`config.mk`:
```
export PLATFORM = sky130hd
export DESIGN_NAME = priority_encoder_4to2
export DESIGN_NICKNAME = d
export VERILOG_FILES = /design/src/rtl/pe_pkg.sv /design/src/rtl/pe4to2_comb.sv /design/src/rtl/priority_encoder_4to2.sv
export SDC_FILE = /design/constraint.sdc
export NUM_CORES = 1
export LEC_CHECK = 0
export BUFFER_PORTS_ARGS = -buffer_cell sky130_fd_sc_hd__buf_2
export CAP_MARGIN = 20
export CORE_AREA = 2 2 39 41
export CTS_CLUSTER_SIZE = 30
export DETAILED_ROUTE_END_ITERATION = 6
export DIE_AREA = 0 0 41 43
export GPL_ROUTABILITY_DRIVEN = 0
export PLACE_DENSITY = 0.3
export RECOVER_POWER = 25
export SYNTH_ARGS = -nofsm -noshare
export SYNTH_HDL_FRONTEND = slang
export SYNTH_HIERARCHICAL = 1
export SYNTH_SLANG_ARGS = --single-unit
```
`constraint.sdc`:
```
create_clock -name clk -period 0.9 [get_ports clk]
set_input_delay 0.09 -clock clk [delete_from_list [all_inputs] [get_ports clk]]
set_output_delay 0.09 -clock clk [all_outputs]
set_load 0.01 [all_outputs]
```
`src/rtl/pe_pkg.sv`:
```
// Shared widths and types for the 4-to-2 priority encoder.
package pe_pkg;

  localparam int PE_IN_W  = 4;
  localparam int PE_IDX_W = 2;

  typedef logic [PE_IN_W-1:0]  pe_req_t;
  typedef logic [PE_IDX_W-1:0] pe_idx_t;

  // Index value reported when no request is set; qualify with valid.
  localparam pe_idx_t PE_IDX_NONE = '0;

endpackage : pe_pkg

```
`src/rtl/pe4to2_comb.sv`:
```
// Pure combinational 4-to-2 priority encode core; d[3] wins over all lower bits.
module pe4to2_comb
  import pe_pkg::*;
(
  input  pe_req_t d,
  output pe_idx_t y_n,
  output logic    valid_n
);

  // Priority chain: test the highest bit first so lower bits become don't-care.
  always_comb begin
    y_n     = PE_IDX_NONE;
    valid_n = |d;
    if (d[3])      y_n = 2'd3;
    else if (d[2]) y_n = 2'd2;
    else if (d[1]) y_n = 2'd1;
    else           y_n = 2'd0;
  end

endmodule : pe4to2_comb

```
`src/rtl/priority_encoder_4to2.sv`:
```
// 4-to-2 priority encoder with a one-cycle output register; no comb path d->outputs.
module priority_encoder_4to2
  import pe_pkg::*;
(
  input  logic          clk,
  input  logic          rst,
  input  logic [3:0]    d,
  output logic [1:0]    y,
  output logic          valid
);

  pe_idx_t y_d;
  logic    valid_d;
  pe_idx_t y_q;
  logic    valid_q;

  pe4to2_comb u_core (
    .d       (d),
    .y_n     (y_d),
    .valid_n (valid_d)
  );

  // Output register: reset clears index and valid, otherwise capture the encode.
  always_ff @(posedge clk) begin
    if (rst) begin
      y_q     <= PE_IDX_NONE;
      valid_q <= 1'b0;
    end else begin
      y_q     <= y_d;
      valid_q <= valid_d;
    end
  end

  assign y     = y_q;
  assign valid = valid_q;

endmodule : priority_encoder_4to2

```
* Word-level counts from Yosys, hierarchy flattened
Index checks and enable logic that the tools add are counted.
Storage, ports and cells: flip-flop bits (word level) 3, latch bits 0, bits in writable memories 0, ROM bits 0, output and inout port bits 3, logic and storage cells 6, memories 0
Cells by class: add/subtract/negate cells 0, multiply operators 0, divide/modulo/power cells 0, order comparisons 0, equal/unequal tests 0, shift operators 0, multiplexer cells 3, bitwise logic cells 0, reductions and logical operators 1
Operator list (number):
- two-way mux 2 bit | 2
- OR reduction 4 bit | 1
- two-way mux 1 bit | 1

* Logic depth before layout (Yosys ltp)
depth in word-level cells 3, mapped depth 3, mapped depth without buffers 3

* Modules after synthesis
The synthesis kept the hierarchy.
By module, submodules not included:
- priority_encoder_4to2 | instances 1, cells each 6, area an instance 78.8 µm², seq. area each 60.1 µm²
- pe4to2_comb | instances 1, cells each 4, area an instance 23.8 µm², seq. area each 0.0 µm²

* Worst setup path before layout
OpenSTA, ideal clock, no wires.
kind input port to flip-flop, start input d[3], end register valid_q (netlist: valid), library setup time 0.114 ns, arrival 0.706 ns, required time 0.786 ns, setup slack 0.081 ns, stages on the path 3, path buffers 0, cell sequence or2_1 > or3_1 > nor2b_1
Between the ends: cells in the longest elaborated chain, start to end 1
Ends and longest elaborated chain:
- from (decl) | RTL line priority_encoder_4to2.sv:7 | input logic [3:0] d,
- OR reduction 4 bit | RTL line pe4to2_comb.sv:13 | valid_n = |d;
- via valid_d | RTL line priority_encoder_4to2.sv:13 | logic valid_d;
- to (signal assigned) | RTL line priority_encoder_4to2.sv:30 | valid_q <= valid_d;
- to (decl) | RTL line priority_encoder_4to2.sv:15 | logic valid_q;
The timed path passes the listed nets, and every way through them passes these cells. A chain may end at the register's enable or synchronous reset.

* Final worst setup path
start register y_q[0] (netlist: y[0]), end output y[0]
RTL lines:
- from (decl) | RTL line priority_encoder_4to2.sv:14 | pe_idx_t y_q;
- from (signal assigned) | RTL line priority_encoder_4to2.sv:29 | y_q <= y_d;
- to (decl) | RTL line priority_encoder_4to2.sv:8 | output logic [1:0] y,
No word-level cell between the ends.

==> impl_metrics.env <==
export IMPL_utilization_pct=13.6
export IMPL_ys_warn_count=6
export IMPL_p_per_area_nw_per_um2=2190
export IMPL_synth_area_sq_um=103
export IMPL_grt_overflow_total=0
export IMPL_final_max_slew_viol_count=0
export IMPL_cts_sinks=3
export IMPL_final_cell_mix="buf_2, nor2b_1, clkbuf_4, dfxtp_1, clkbuf_1"
export IMPL_avgRoutedWirePerCell_microns=6.71
export IMPL_seq_area_sq_um=60.1
export IMPL_synth_top_area_share_pct=58.5
export IMPL_rsz0062_at_grt="no"
export IMPL_holdBufCountCts=0
export IMPL_multi_input_area_sq_um=38.8
export IMPL_start_util_pct=7.41
export IMPL_areaGrowthSynthToFinish_pct=82.9
export IMPL_cts_root_buf="clkbuf_4"
export IMPL_drtIter0Drc=2
export IMPL_p_int_uw=328
export IMPL_synth_nets=16
export IMPL_die_h_microns=43
export IMPL_synth_cell_type_count=6
export IMPL_grt_pass1_wl_microns=420
export IMPL_final_hold_viol_count=0
export IMPL_die_x_microns=41
export IMPL_crit_arrival_ns=0.65
export IMPL_switchingPower_uw=83.5
export IMPL_synth_area_top_cells="dfxtp_1, nor2b_1, a21o_1"
export IMPL_fin_nets=29
export IMPL_p_comb_share_pct=9.0
export IMPL_grt_pass1_vias=118
export IMPL_io_buffers=8
export IMPL_rows=14
export IMPL_min_period_ns=0.738
export IMPL_core_area_sq_um=1380
export IMPL_ant_nets=0
export IMPL_ctsHtreeMaxLevel=1
export IMPL_via_per_inst=2.68
export IMPL_total_power_uw=412
export IMPL_setup_viol=0
export IMPL_slew_headroom_pct=94.0
export IMPL_num_antenna_cells=0
export IMPL_swShare_pct=20.3
export IMPL_pwr_share_clk_pct=56.0
export IMPL_post_route_period_util_pct=82.0
export IMPL_ys_seq_elements=3
export IMPL_required_ns=0.81
export IMPL_startpoint_type="flip-flop"
export IMPL_crit_buf_inv=1
export IMPL_yosysSeqAreaShare_pct=58.5
export IMPL_wirelength_microns=255
export IMPL_vias=102
export IMPL_grt_max_degree=4
export IMPL_slowest_stage="dfxtp_1"
export IMPL_holdCritPathClass="in2reg"
export IMPL_critPathMaxStageDelay_ns=0.30
export IMPL_clk_path_buf_depth=2
export IMPL_tritoncts="done"
export IMPL_drt_pass1_iter_count=2
export IMPL_dpl_instance_area_sq_um=163
export IMPL_antenna_found_initial=0
export IMPL_criticalPathCategory="reg2out"
export IMPL_final_common_cell="buf_2"
export IMPL_crit_family="flip-flops"
export IMPL_cts_resized=0
export IMPL_status="finished clean"
export IMPL_maxCapViolCount=0
export IMPL_clk_pin_slew_ns=0.04
export IMPL_crit_fanout=1
export IMPL_ir_drop_mv=0.307
export IMPL_p_seq_share_pct=35.0
export IMPL_crit_path_cell_trace="buf_2"
export IMPL_syn_avg_cell_area_sq_um=10.3
export IMPL_io_pins=9
export IMPL_netlist_instances=10
export IMPL_max_freq_ghz=1.36
export IMPL_drc_errors=0
export IMPL_numCtsBuffers=3
export IMPL_tightest_slew_ns=0.0893
export IMPL_layout_drive_gt1_share_pct=45.5
export IMPL_post_route_cell_area_sq_um=188
export IMPL_post_cts_buffers=0
export IMPL_nFillCells=161
export IMPL_yosysTopAreaCell="dfxtp_1"
export IMPL_p_leak_uw=0.0000905
export IMPL_die_area_sq_um=1760
export IMPL_track_usage_pct=4.42
export IMPL_cp_end_kind="output pin"
[synthesized netlist by cell type]
library cell  count
dfxtp_1           3
nor2b_1           3
a21o_1            1
or2_1             1
inv_1             1
or3_1             1
[registers in the layout, indices dropped and copies added (netlist names)]
register,cells
valid,1
y,2
[area by class of cell]
cell class              count  share of cell area (%)
inverters                   1                    2.00
multi-input cells           6                    20.7
repair buffers              8                    20.7
well taps                  16                    10.7
flip-flops and latches      3                    32.0
clock buffers               4                    14.0
[cell families after synthesis]
logic type / Yosys count / share of synthesized area [%]
compound gates: 1 / 7.32
simple gates: 5 / 30.5
buf+inv: 1 / 3.66
flops: 3 / 58.5
[power groups by stage]
stage	clock network (uW)	logic [uW]	registers, uW
2_1_floorplan	0	10.0	151
3_3_place_gp	0	36.2	146
3_5_place_dp	0	38.0	146
4_1_cts	245	38.1	144
5_1_grt	257	41.9	145
6_report	231	37.0	144
[metrics by stage]
| stage | instances | worst slack [ns] | TNS (ns) | hold WS [ns] |
|---|---|---|---|---|
| 6_report | 38 | 0.162 | 0 | 0.0541 |
| 5_1_grt | 38 | 0.120 | 0 | 0.0560 |
| 4_1_cts | 38 | 0.146 | 0 | 0.0442 |
| 3_5_place_dp | 34 | -0.0502 | -0.0502 | 0.290 |
| 3_3_place_gp | 34 | -0.0382 | -0.0382 | 0.283 |
| 2_1_floorplan | 10 | 0.0806 | 0 | 0.162 |
[final timing paths]
check,start,to,slack [ns],depth (start not counted)
hold / removal,rst,valid,0.05,2
setup / recovery,y[0],y[0],0.16,1
[per-layer routing]
metal  up-vias  track usage [%]  wire length [microns]
met3         2             4.71                     59
li1         55                -                      -
met1        36             4.19                    124
met4         0             6.00                      6
met5         -                0                      0
met2         9             4.06                     64
No activity file was read; power rests on OpenSTA's default activity.
